===== config.mk =====
export PLATFORM = sky130hd
export DESIGN_NAME = fetch_stage
export DESIGN_NICKNAME = d
export VERILOG_FILES = /design/src/rtl/fetch_stage.sv
export SDC_FILE = /design/constraint.sdc
export NUM_CORES = 1
export LEC_CHECK = 0
export ABC_AREA = 1
export CAP_MARGIN = 15
export CORE_UTILIZATION = 42
export CTS_BUF_LIST = sky130_fd_sc_hd__clkbuf_4 sky130_fd_sc_hd__clkbuf_8
export DETAILED_ROUTE_END_ITERATION = 10
export GPL_TIMING_DRIVEN = 0
export HOLD_SLACK_MARGIN = 0.08
export PLACE_DENSITY = 0.83
export RECOVER_POWER = 50
export SLEW_MARGIN = 10
export SYNTH_ARGS = -nofsm -noshare
export SYNTH_HDL_FRONTEND = slang
export SYNTH_SLANG_ARGS = --single-unit

===== constraint.sdc =====
create_clock -name clk -period 1.6 [get_ports clk]
set_input_delay 0.16 -clock clk [delete_from_list [all_inputs] [get_ports clk]]
set_output_delay 0.16 -clock clk [all_outputs]
set_load 0.1 [all_outputs]

===== src/rtl/fetch_stage.sv =====
// IF-stage PC generator feeding the 4KB instruction memory, plus the IF/ID side-band register.
// Latency: pc_fetch -> pc_id/valid_id is 1 cycle, lined up with the registered instruction word.
// Backpressure: pipe.stall holds PC and IF/ID; redirects win over stall. `define FETCH_BTB_EN adds a BTB.

package fetch_stage_pkg;
  typedef struct packed {
    logic stall;
    logic flush;
  } PipeControl;
endpackage

module fetch_stage
  import fetch_stage_pkg::*;
#(
  parameter logic [31:0] RESET_PC    = 32'h0000_0000,
  parameter int          BTB_ENTRIES = 16
) (
  input  logic        clk,
  input  logic        rst,
  input  PipeControl  pipe,
  input  logic        redirect_valid,
  input  logic [31:0] redirect_pc,
  input  logic        icache_error,
  input  logic        upd_valid,
  input  logic [31:0] upd_pc,
  input  logic [31:0] upd_target,
  input  logic        upd_taken,
  output logic [31:0] pc_fetch,
  output logic [31:0] pc_id,
  output logic        valid_id,
  output logic        fetch_error_id,
  output logic        pred_taken_id
);

  typedef enum logic {RUN, HALT} state_e;

  state_e      state_q, state_d;
  logic [31:0] pc_q, pc_d;
  logic [31:0] pc_id_q, pc_id_d;
  logic        valid_id_q, valid_id_d;
  logic        err_id_q, err_id_d;
  logic        pred_id_q, pred_id_d;

  logic        hit;
  logic [31:0] hit_tgt;

`ifdef FETCH_BTB_EN
  localparam int IDX_W = $clog2(BTB_ENTRIES);
  localparam int TAG_W = 30 - IDX_W;

  logic [BTB_ENTRIES-1:0] btb_vld_q, btb_vld_d;
  logic [TAG_W-1:0]       btb_tag_q [BTB_ENTRIES];
  logic [TAG_W-1:0]       btb_tag_d [BTB_ENTRIES];
  logic [31:0]            btb_tgt_q [BTB_ENTRIES];
  logic [31:0]            btb_tgt_d [BTB_ENTRIES];

  logic [IDX_W-1:0] lk_idx, up_idx;
  logic [TAG_W-1:0] lk_tag, up_tag;
  logic             unused_upd_lsb;

  assign lk_idx         = pc_q[IDX_W+1:2];
  assign lk_tag         = pc_q[31:IDX_W+2];
  assign up_idx         = upd_pc[IDX_W+1:2];
  assign up_tag         = upd_pc[31:IDX_W+2];
  assign unused_upd_lsb = ^upd_pc[1:0];

  // Lookup reads registered contents, so a same-cycle update is seen next cycle.
  assign hit     = btb_vld_q[lk_idx] && (btb_tag_q[lk_idx] == lk_tag);
  assign hit_tgt = btb_tgt_q[lk_idx];

  // BTB write: taken installs/refreshes, not-taken invalidates only a matching tag.
  always_comb begin
    btb_vld_d = btb_vld_q;
    btb_tag_d = btb_tag_q;
    btb_tgt_d = btb_tgt_q;
    if (upd_valid) begin
      if (upd_taken) begin
        btb_vld_d[up_idx] = 1'b1;
        btb_tag_d[up_idx] = up_tag;
        btb_tgt_d[up_idx] = upd_target;
      end else if (btb_tag_q[up_idx] == up_tag) begin
        btb_vld_d[up_idx] = 1'b0;
      end
    end
  end

  // Only the valid bits need a reset; tag/target are qualified by them.
  always_ff @(posedge clk) begin
    if (rst) btb_vld_q <= '0;
    else     btb_vld_q <= btb_vld_d;
  end

  // Tag/target storage.
  always_ff @(posedge clk) begin
    btb_tag_q <= btb_tag_d;
    btb_tgt_q <= btb_tgt_d;
  end
`else
  logic unused_upd;

  assign hit        = 1'b0;
  assign hit_tgt    = 32'h0;
  assign unused_upd = ^{upd_valid, upd_pc, upd_target, upd_taken, BTB_ENTRIES[0]};
`endif

  // Next PC and RUN/HALT: redirect > stall > HALT > prediction > pc+4.
  always_comb begin
    pc_d    = pc_q;
    state_d = state_q;
    if (redirect_valid) begin
      pc_d    = redirect_pc;
      state_d = RUN;
    end else if (pipe.stall) begin
      pc_d = pc_q;
    end else if (state_q == HALT) begin
      pc_d = pc_q;
    end else begin
      pc_d = hit ? hit_tgt : pc_q + 32'd4;
      // A fault under flush is dropped here and re-evaluated next cycle.
      if (icache_error && !pipe.flush) state_d = HALT;
    end
  end

  // IF/ID side-band: stall holds, flush bubbles, otherwise capture the current fetch.
  always_comb begin
    pc_id_d    = pc_id_q;
    valid_id_d = valid_id_q;
    err_id_d   = err_id_q;
    pred_id_d  = pred_id_q;
    if (pipe.stall) begin
      pc_id_d = pc_id_q;
    end else if (pipe.flush) begin
      pc_id_d    = 32'h0;
      valid_id_d = 1'b0;
      err_id_d   = 1'b0;
      pred_id_d  = 1'b0;
    end else begin
      pc_id_d    = pc_q;
      valid_id_d = (state_q == RUN);
      err_id_d   = icache_error && (state_q == RUN);
      pred_id_d  = hit && (state_q == RUN);
    end
  end

  // State registers; reset beats stall and redirect.
  always_ff @(posedge clk) begin
    if (rst) begin
      state_q    <= RUN;
      pc_q       <= RESET_PC;
      pc_id_q    <= 32'h0;
      valid_id_q <= 1'b0;
      err_id_q   <= 1'b0;
      pred_id_q  <= 1'b0;
    end else begin
      state_q    <= state_d;
      pc_q       <= pc_d;
      pc_id_q    <= pc_id_d;
      valid_id_q <= valid_id_d;
      err_id_q   <= err_id_d;
      pred_id_q  <= pred_id_d;
    end
  end

  assign pc_fetch       = pc_q;
  assign pc_id          = pc_id_q;
  assign valid_id       = valid_id_q;
  assign fetch_error_id = err_id_q;
  assign pred_taken_id  = pred_id_q;

endmodule


### Word-level counts from Yosys, hierarchy flattened

Index checks and enable logic that the tools add are counted.

| storage, ports and cells | value |
|---|---|
| output and inout bits | 67 |
| logic and storage cells | 22 |
| input port bits | 104 |
| register bits | 67 |

| cells by class | value |
|---|---|
| $add $sub $neg | 1 |
| eq/ne operators | 2 |
| reduce and logical (&&, ||, !) cells | 5 |
| bitwise logic cells | 1 |
| mux-type cells | 8 |

Operator list:

| kind | number |
|---|---|
| $mux 32 | 4 |
| $add 32x3->32 const B | 1 |
| $mux 1 | 4 |
| $logic_and 1x1->1 | 2 |
| $ne 2x1->1 const B | 1 |
| $ne 2x2->1 const B | 1 |
| $reduce_and 2->1 | 1 |
| $reduce_or 2->1 | 1 |
| $logic_not 1->1 | 1 |
| $not 1->1 | 1 |

### Longest topological paths before layout

Gate-level depths: netlist (run 1).

| depth | value |
|---|---|
| word-level depth | 4 |
| depth in mapped cells | 9 |

### Worst setup path after synthesis (run 1)

No wires, ideal clock.

| timing path | value |
|---|---|
| path type | register -> register |
| start | reg pc_q[3] (netlist: pc_fetch[3]) |
| end | reg pc_q[22] (netlist: pc_fetch[22]) |
| setup time | 134 ps |
| data required time | 1,466 ps |
| path slack | -646 ps |
| arrival time | 2,112 ps |
| clock period less this slack | 2,246 ps |
| stages on the path, launching flop included | 9 |
| cell sequence | dfxtp_1 ha_1 nand2_2 nor2_4 nand2_4 nor2_8 nand3_1 nand3_1 a21oi_1 |

| on the way | value |
|---|---|
| longest elaborated chain between the ends | 4 |

RTL lines:

| element | RTL line | text |
|---|---|---|
| start, declared | 38 | `logic [31:0] pc_q, pc_d;` |
| start signal, assigned | 156 | `pc_q <= pc_d;` |
| $add 32x3->32 | 118 | `pc_d = hit ? hit_tgt : pc_q + 32'd4;` |
| $mux 32 | 115 | `end else if (state_q == HALT) begin` |
| $mux 32 | 113 | `end else if (pipe.stall) begin` |
| $mux 32 | 110 | `if (redirect_valid) begin` |

No other way between the ends. The select of a mux whose other input is x is not followed.
A chain may end at the register's enable or synchronous reset.

### Final worst setup path (run 1)

| timing path | value |
|---|---|
| start | reg pc_q[2] (netlist: pc_fetch[2]) |
| end | out pc_fetch[2] |

RTL lines:

| element | RTL line | text |
|---|---|---|
| end, declared | 28 | `output logic [31:0] pc_fetch,` |

No word-level cell between the ends.

==> results.sh, run 1 <==
export IMPL_ys_top_cells_by_area="dfxtp_1 39%, nand2_1 11%, a21oi_1 7.8%"
export IMPL_grt_met1_usage=0.333
export IMPL_syn_inst=503
export IMPL_vias_per_cell=5.23
export IMPL_die_height_microns=92.9
export IMPL_status="finished, final reports clean"
export IMPL_yosys_top_cells_count="100 x nand2_1, 68 x nor2_1, 67 x dfxtp_1"
export IMPL_placedCellCount=706
export IMPL_finalCritPeriodShare=0.971
export IMPL_synth_nets=608
export IMPL_ant_nets=0
export IMPL_arrival_ps=1390
export IMPL_start_util=0.443
export IMPL_maxSlewViolCount=0
export IMPL_yosys_warnings=0
export IMPL_crit_path_end_kind="output pin"
export IMPL_worstPathCellList="buf_4 > clkdlybuf4s15_2"
export IMPL_clk_latency_ps=360
export IMPL_cts_tree="done"
export IMPL_stdcell_area_sq_um=5010
export IMPL_nNetsFinal=724
export IMPL_maxSlewHeadroom=0.529
export IMPL_antenna_found_initial=0
export IMPL_routed_wl_mm=11.4
export IMPL_synth_top_area_cell="dfxtp_1"
export IMPL_hold_path_class="in2reg"
export IMPL_hold_viol_final=0
export IMPL_area_delta_synth_final_pct=44.3
export IMPL_grt_pass1_wl_mm=18.3
export IMPL_syn_cell_area_sq_um=3470
export IMPL_startpoint_type="flip-flop"
export IMPL_cts_root_buf="clkbuf_8"
export IMPL_io_buffer_count=101
export IMPL_drc=0
export IMPL_die_w_microns=92.9
export IMPL_numCtsBuffers=9
export IMPL_fin_hold_ws_ps=103
export IMPL_finalCriticalPeriod_ps=1550
export IMPL_dr_pass1_iters=5
export IMPL_rsz0062_at_grt="true"
export IMPL_max_slew_worst_pin_slew_ps=706
export IMPL_cts_sinks=67
export IMPL_grt_use_total=0.273
export IMPL_synth_edff_count=0
export IMPL_clk_path_buf_depth=2
export IMPL_htreeDepth=3
export IMPL_drive_gt1_frac=0.260
export IMPL_place_congestion=0.915
export IMPL_synth_area_per_cell_sq_um=6.91
export IMPL_yosysMostFrequentCell="nand2_1"
export IMPL_pre_cts_ws_ps=-336
export IMPL_met3_usage=0.0731
export IMPL_die_area_sq_um=8640
export IMPL_grt_max_degree=12
export IMPL_place_area_sq_um=4690
export IMPL_powerDensity_nw_per_um2=948
export IMPL_io_pins=171
export IMPL_ys_flop_type="dfxtp_1"
export IMPL_gr_usage_met2=0.455
export IMPL_required_ps=1440
export IMPL_max_freq_mhz=643
export IMPL_ys_seq_area_frac=0.386
export IMPL_ys_types=35
export IMPL_setup_violations=0
export IMPL_rows=32
export IMPL_maxCapViolCount=0
export IMPL_ys_ff_latch=67
export IMPL_routedWlPerCell_microns=15.7
export IMPL_clk_pin_slew_ps=80
export IMPL_grt_pass1_vias=3758
export IMPL_fin_skew_ps=12.0
export IMPL_core_sq_um=7850
export IMPL_async_flop_share=0
export IMPL_insertedDiodeCount=0
export IMPL_fin_ws_ps=45.6
export IMPL_critPathMaxFanout=4
export IMPL_slowest_stage="clkdlybuf4s15_2"
export IMPL_critPathKind="reg2out"
export IMPL_ir_drop_mv=0.589
export IMPL_drtIter0Drc=175
export IMPL_fin_util=0.639
export IMPL_grt_ovfl_total=0
export IMPL_busiest_layer="met2"
export IMPL_final_cells=726
export IMPL_nFillCells=717
export IMPL_dp_hpwl_mm=8.36
export IMPL_slowest_delay_ps=550
export IMPL_leakagePower_nw=1.91
export IMPL_vias=3800
export IMPL_netlist_area_leader_share=0.386
## sequential cells by signal, indices dropped and copies added, names as in the netlist
signal / flops
pc_fetch: 32
state_q: 1
fetch_error_id: 1
valid_id: 1
pc_id: 32
## report_power, final
part | leakage [nW] | total (mW) | switching [mW] | internal (mW)
sequential | 0.567 | 1.89 | 0.119 | 1.77
clock | 0.110 | 1.48 | 0.664 | 0.820
combinational | 1.24 | 1.38 | 1.04 | 0.344
## stage by stage
stage               TNS, ps  power (mW)
finish                    0        4.75
global route          -35.5        4.92
CTS                       0        4.73
detailed placement    -7020        3.31
global placement      -6740        3.29
floorplan             -1.88        2.91
## cell families (layout without fill, tap and decap cells)
| kind of cell | Yosys count | in the layout | share of synthesized area |
|---|---|---|---|
| AO/OA/AOI/OAI | 128 | 128 | 0.202 |
| AND/OR/NAND/NOR | 230 | 230 | 0.307 |
| flip-flops | 67 | 67 | 0.386 |
| other | 1 | 1 | 0.00108 |
| XOR/XNOR | 7 | 7 | 0.0198 |
| buffers and inverters | 69 | 190 | 0.0807 |
| adder cells (fa/ha/maj) | 1 | 1 | 0.00360 |
## cells in the final DEF, fill, tap and decap left out, types with 5 or more instances in the layout
master | netlist | final
buf_4 | 3 | 7
nand3_1 | 28 | 28
nand2_2 | 8 | 7
clkdlybuf4s15_2 | 0 | 66
a31oi_1 | 7 | 7
nor2_2 | 5 | 6
a21oi_1 | 54 | 54
nor2_1 | 68 | 67
a21oi_2 | 5 | 5
nor2_4 | 7 | 7
a22o_1 | 6 | 6
inv_1 | 37 | 37
clkdlybuf4s50_1 | 0 | 34
inv_2 | 6 | 6
dfxtp_4 | 0 | 12
clkbuf_1 | 16 | 16
dfxtp_1 | 67 | 38
dfxtp_2 | 0 | 17
nand2_1 | 100 | 101
o21ai_0 | 52 | 50
clkbuf_8 | 0 | 11
## repair_timing
item,in CTS,in global routing
gates resized for setup,199,4
setup buffers,0,4
endpoints found under the setup margin,70,8
hold buffers,0,0
pin swaps,0,2
## layer usage
metal	share of wire	vias up
li1	-	1875
met1	0.44	1745
met2	0.47	154
met3	0.067	26
met4	0.024	0
met5	0	-
## worst max-delay path, delay by kind of cell (launching register included)
kind / cells / cell delay, ps
flip-flops: 1 / 370
buffers and inverters: 2 / 660
## layout make-up
| cell class | count | area [sq um] | area share |
|---|---|---|---|
| buffer | 24 | 111 | 0.0222 |
| clock buffer | 12 | 159 | 0.0317 |
| clock inverter | 4 | 48.8 | 0.00974 |
| inverter | 45 | 170 | 0.0339 |
| multi-input combinational | 367 | 1860 | 0.372 |
| sequential | 67 | 1410 | 0.281 |
| tap | 102 | 128 | 0.0255 |
| timing repair buffer | 105 | 1120 | 0.224 |
## final timing paths
check	start	depth (start not counted)	endpoint	slack, ps
worst max register to register	pc_fetch[2]	8	pc_fetch[11]	70
worst max-delay path	pc_fetch[2]	2	pc_fetch[2]	50
worst min-delay path	pipe[1]	3	fetch_error_id	100
worst min register to register	fetch_error_id	2	fetch_error_id	480
Power figures use the tool's default switching activity.
==> inputs of run 2 (changes only) <==
Settings changed: CELL_PAD_IN_SITES_DETAIL_PLACEMENT set to 0, CELL_PAD_IN_SITES_GLOBAL_PLACEMENT set to 2, CORE_UTILIZATION 42 to 21, PLACE_DENSITY 0.83 to unset, PLACE_DENSITY_LB_ADDON set to 0.1.
==> run 2 against run 1 <==
Effect of this change:
- fmax up 1.3%
- clock skew down 3.4 ps
- total power down 1.1%
- critical endpoint is now pc_fetch[23]
- largest cell class unchanged
- largest power group unchanged
==> results.sh, run 2 (synthesis gave the netlist of run 1 again) <==
export IMPL_maxSlewHeadroom=0.498
export IMPL_pwr_share_comb=0.293
export IMPL_dr_pass1_iters=4
export IMPL_power_frac_seq=0.402
export IMPL_final_common_cell="nand2_1"
export IMPL_fin_hold_ws_ps=100
export IMPL_clk_path_buf_depth=2
export IMPL_routed_wl_mm=13.5
export IMPL_max_freq_mhz=652
export IMPL_crit_start="pc_fetch[23]"
export IMPL_internal_power_mw=2.83
export IMPL_worstPathCellList="clkdlybuf4s15_2"
export IMPL_die_w_microns=131
export IMPL_hold_start="pipe[1]"
export IMPL_powerDensity_nw_per_um2=913
export IMPL_rows=46
export IMPL_power_switching_mw=1.87
export IMPL_die_height_microns=131
export IMPL_fin_skew_ps=8.64
export IMPL_maxSlewViolCount=0
export IMPL_setup_tns_ps=0
export IMPL_die_area_sq_um=17100
export IMPL_crit_path_end_kind="output pin"
export IMPL_place_congestion=0.750
export IMPL_slowest_delay_ps=580
export IMPL_setup_violations=0
export IMPL_nFillCells=1796
export IMPL_layout_common_cells="101 x nand2_1, 66 x nor2_1, 66 x clkdlybuf4s15_2, 54 x a21oi_1, 51 x o21ai_0"
export IMPL_vias_per_cell=4.35
export IMPL_place_area_sq_um=4830
export IMPL_swShare=0.399
export IMPL_ant_nets=0
export IMPL_drc=0
export IMPL_ir_drop_mv=0.338
export IMPL_power_frac_clock=0.306
export IMPL_antenna_found_initial=0
export IMPL_cts_sinks=67
export IMPL_hold_path_class="in2reg"
export IMPL_nNetsFinal=723
export IMPL_core_sq_um=16000
export IMPL_required_ps=1440
export IMPL_grt_ovfl_total=0
export IMPL_io_pins=171
export IMPL_stdcell_area_sq_um=5150
export IMPL_cts_tree="done"
export IMPL_rr_startpoint="pc_fetch[16]"
export IMPL_grt_pass1_vias=3613
export IMPL_critPathKind="reg2out"
export IMPL_grt_pass1_wl_mm=20.6
export IMPL_vias=3653
export IMPL_cts_root_buf="clkbuf_8"
export IMPL_cp_top_family="buffers and inverters"
export IMPL_max_slew_worst_pin_slew_ps=753
export IMPL_clk_pin_slew_ps=70
export IMPL_drtIter0Drc=150
export IMPL_leakagePower_nw=1.91
export IMPL_critPathMaxFanout=6
export IMPL_numCtsBuffers=9
export IMPL_finalCritPeriodShare=0.959
export IMPL_area_delta_synth_final_pct=48.3
export IMPL_io_buffer_count=101
export IMPL_insertedDiodeCount=0
export IMPL_rsz0062_at_grt="true"
export IMPL_drive_gt1_frac=0.263
export IMPL_arrival_ps=1370
export IMPL_slowest_stage="clkdlybuf4s15_2"
export IMPL_startpoint_type="flip-flop"
export IMPL_path_buf_inv=1
export IMPL_dp_hpwl_mm=10.1
export IMPL_fin_util=0.322
export IMPL_clk_latency_ps=370
export IMPL_routedWlPerCell_microns=16.1
export IMPL_finalCriticalPeriod_ps=1530
export IMPL_grt_max_degree=12
export IMPL_start_util=0.217
export IMPL_grt_use_total=0.169
export IMPL_status="finished, final reports clean"
export IMPL_maxCapViolCount=0
export IMPL_htreeDepth=3
export IMPL_hold_viol_final=0
## run 2: cell count changes in the layout (fill, tap and decap cells not counted), moves of 2 or more
| cell | before | now |
|---|---|---|
| nor3b_2 | 0 | 2 |
| clkbuf_2 | 0 | 2 |
| dlygate4sd3_1 | 1 | 3 |
| inv_4 | 0 | 2 |
| buf_4 | 7 | 5 |
| nor3b_1 | 2 | 0 |
## run 2: through the flow
stage               power (mW)  std cells  worst slack (ps)
CTS                       4.80        837              3.65
detailed placement        3.34        820              -441
global route              4.94        839             -37.3
global placement          3.34        820              -423
finish                    4.70        839              65.9
floorplan                 2.91        503             -1.88
## run 2: final timing paths
path	cells past startpoint	slack (ps)	to
max reg2reg	8	120	pc_fetch[26]
min	3	100	valid_id
max	1	70	pc_fetch[23]
min reg2reg	2	470	valid_id
## run 2: timing repair
action,CTS,global route
resized for setup,199,9
setup buffers,0,2
pin swaps,0,1
setup endpoints to repair,76,20
hold buffers,1,0
hold endpoints to repair,1,0
## run 2: per-layer routing
layer | up-vias | global-route usage | wire length, microns
met2 | 76 | 0.279 | 6270
met1 | 1694 | 0.217 | 6450
met3 | 11 | 0.0403 | 599
met4 | 0 | 0.0494 | 165
met5 | - | 0 | 0
li1 | 1872 | - | -
## run 2: final cells by class
type / count / area, sq um / share of cell area
plain buffers: 24 / 113 / 0.0219
clock inverters: 2 / 10.0 / 0.00194
well taps: 216 / 270 / 0.0525
inverters: 45 / 174 / 0.0338
clock buffers: 14 / 180 / 0.0350
multi-input cells: 367 / 1880 / 0.364
repair buffers: 104 / 1120 / 0.217
flip-flops and latches: 67 / 1410 / 0.273
## run 2: power groups by stage
stage,Combinational [mW],Sequential [mW],Clock [mW]
finish,1.38,1.89,1.44
global route,1.46,1.91,1.57
CTS,1.39,1.89,1.52
detailed placement,1.41,1.93,0
global placement,1.40,1.93,0
floorplan,0.306,2.61,0
==> inputs of run 3 (changes only) <==
Settings changed: REMOVE_ABC_BUFFERS set to 1.
==> run 3 against run 2 <==
Effect of this change:
- fmax decreased by 1.4%
- final area shrank 2.9%
- wire length down 7.1%
- register-to-register slack lost 40 ps
- via count is 2.2% lower
- clock skew rose by 7.6 ps
- largest cell class unchanged
- global-route usage decreased by 1.2 points
==> results.sh, run 3 (synthesis gave the netlist of run 1 again) <==
export IMPL_status="finished, final reports clean"
export IMPL_rsz0062_at_grt="true"
export IMPL_power_mw=4.78
export IMPL_ant_nets=0
export IMPL_top_layer="met4"
export IMPL_nNetsFinal=705
export IMPL_vias_per_cell=4.35
export IMPL_critPathKind="reg2out"
export IMPL_fin_skew_ps=16.3
export IMPL_place_area_sq_um=4700
export IMPL_met3_length_microns=498
export IMPL_grt_ovfl_total=0
export IMPL_leakagePower_nw=1.92
export IMPL_path_buf_inv=1
export IMPL_fin_ws_ps=43.8
export IMPL_rows=46
export IMPL_dr_pass1_iters=4
export IMPL_maxSlewViolCount=0
export IMPL_clk_pin_slew_ps=90
export IMPL_drc=0
export IMPL_cts_tree="done"
export IMPL_cp_top_family="buffers and inverters"
export IMPL_hold_path_class="in2reg"
export IMPL_grt_use_total=0.157
export IMPL_die_area_sq_um=17100
export IMPL_powerDensity_nw_per_um2=957
export IMPL_ir_drop_mv=0.323
export IMPL_met2_wirelength_mm=5.83
export IMPL_area_delta_synth_final_pct=43.9
export IMPL_critPathMaxFanout=6
export IMPL_slowest_delay_ps=580
export IMPL_io_pins=171
export IMPL_cts_sinks=67
export IMPL_finalCritPeriodShare=0.973
export IMPL_routedWlPerCell_microns=15.3
export IMPL_core_sq_um=16000
export IMPL_insertedDiodeCount=0
export IMPL_required_ps=1440
export IMPL_crit_path_end_kind="output pin"
export IMPL_cts_root_buf="clkbuf_8"
export IMPL_place_congestion=0.765
export IMPL_antenna_found_initial=0
export IMPL_io_buffer_count=103
export IMPL_maxSlewHeadroom=0.531
export IMPL_pre_cts_ws_ps=-989
export IMPL_dp_hpwl_mm=8.70
export IMPL_max_slew_worst_pin_slew_ps=702
export IMPL_layout_common_cells="100 x nand2_1, 64 x nor2_1, 54 x a21oi_1, 51 x o21ai_0, 48 x dfxtp_1"
export IMPL_clk_path_buf_depth=2
export IMPL_grt_pass1_wl_mm=19.7
export IMPL_max_freq_mhz=643
export IMPL_vias=3573
export IMPL_ctsHoldBuffers=0
export IMPL_numCtsBuffers=9
export IMPL_die_height_microns=131
export IMPL_clk_latency_ps=370
export IMPL_startpoint_type="flip-flop"
export IMPL_finalCriticalPeriod_ps=1560
export IMPL_start_util=0.217
export IMPL_grt_pass1_vias=3535
export IMPL_die_w_microns=131
export IMPL_drive_gt1_frac=0.263
export IMPL_arrival_ps=1400
export IMPL_fin_hold_ws_ps=240
export IMPL_htreeDepth=3
export IMPL_met1_length_mm=6.03
export IMPL_maxCapViolCount=0
export IMPL_slowest_stage="clkdlybuf4s18_2"
export IMPL_drtIter0Drc=193
export IMPL_stdcell_area_sq_um=5000
export IMPL_grt_max_degree=36
export IMPL_setup_violations=0
export IMPL_routed_wl_mm=12.5
export IMPL_final_common_cell="nand2_1"
export IMPL_hold_viol_final=0
export IMPL_worstPathCellList="clkdlybuf4s18_2"
run 3: routing by layer:
metal  up-vias  global-route usage
met4         0              0.0609
met1      1658               0.206
met5         -                   0
li1       1835                   -
met3        11              0.0309
met2        69               0.252
run 3: path summary, 6_finish.rpt:
| path | start | end | slack (ps) | cells after the start |
|---|---|---|---|---|
| setup / recovery | pc_fetch[5] | pc_fetch[5] | 40 | 1 |
| hold / removal | redirect_valid | pc_fetch[3] | 240 | 3 |
| setup reg to reg | pc_fetch[2] | pc_fetch[16] | 80 | 8 |
| hold reg to reg | valid_id | valid_id | 470 | 2 |
run 3: layout make-up:
| class | count | area (sq um) |
|---|---|---|
| inverters | 45 | 174 |
| repair buffers | 110 | 1080 |
| clock buffers | 11 | 151 |
| fillers | 1831 | 11000 |
| flip-flops and latches | 67 | 1370 |
| well taps | 216 | 270 |
| clock inverters | 5 | 61.3 |
| multi-input cells | 367 | 1890 |
run 3: per-stage QoR:
stage / utilization / setup TNS [ps] / cells
finish: 0.312 / 0 / 821
global route: 0.312 / -354 / 821
CTS: 0.310 / 0 / 818
detailed placement: 0.294 / -45090 / 800
global placement: 0.291 / -127870 / 798
floorplan: - / -12550 / 479
run 3: where the power goes:
group / switching (mW) / internal (mW)
logic: 1.03 / 0.324
registers: 0.114 / 1.77
clock network: 0.734 / 0.807
total: 1.88 / 2.90
run 3: what timing repair did:
action / in CTS / in global routing
buffers inserted: 2 / 2
pin swaps: 3 / 7
resized for setup: 246 / 32
setup endpoints to repair: 124 / 45
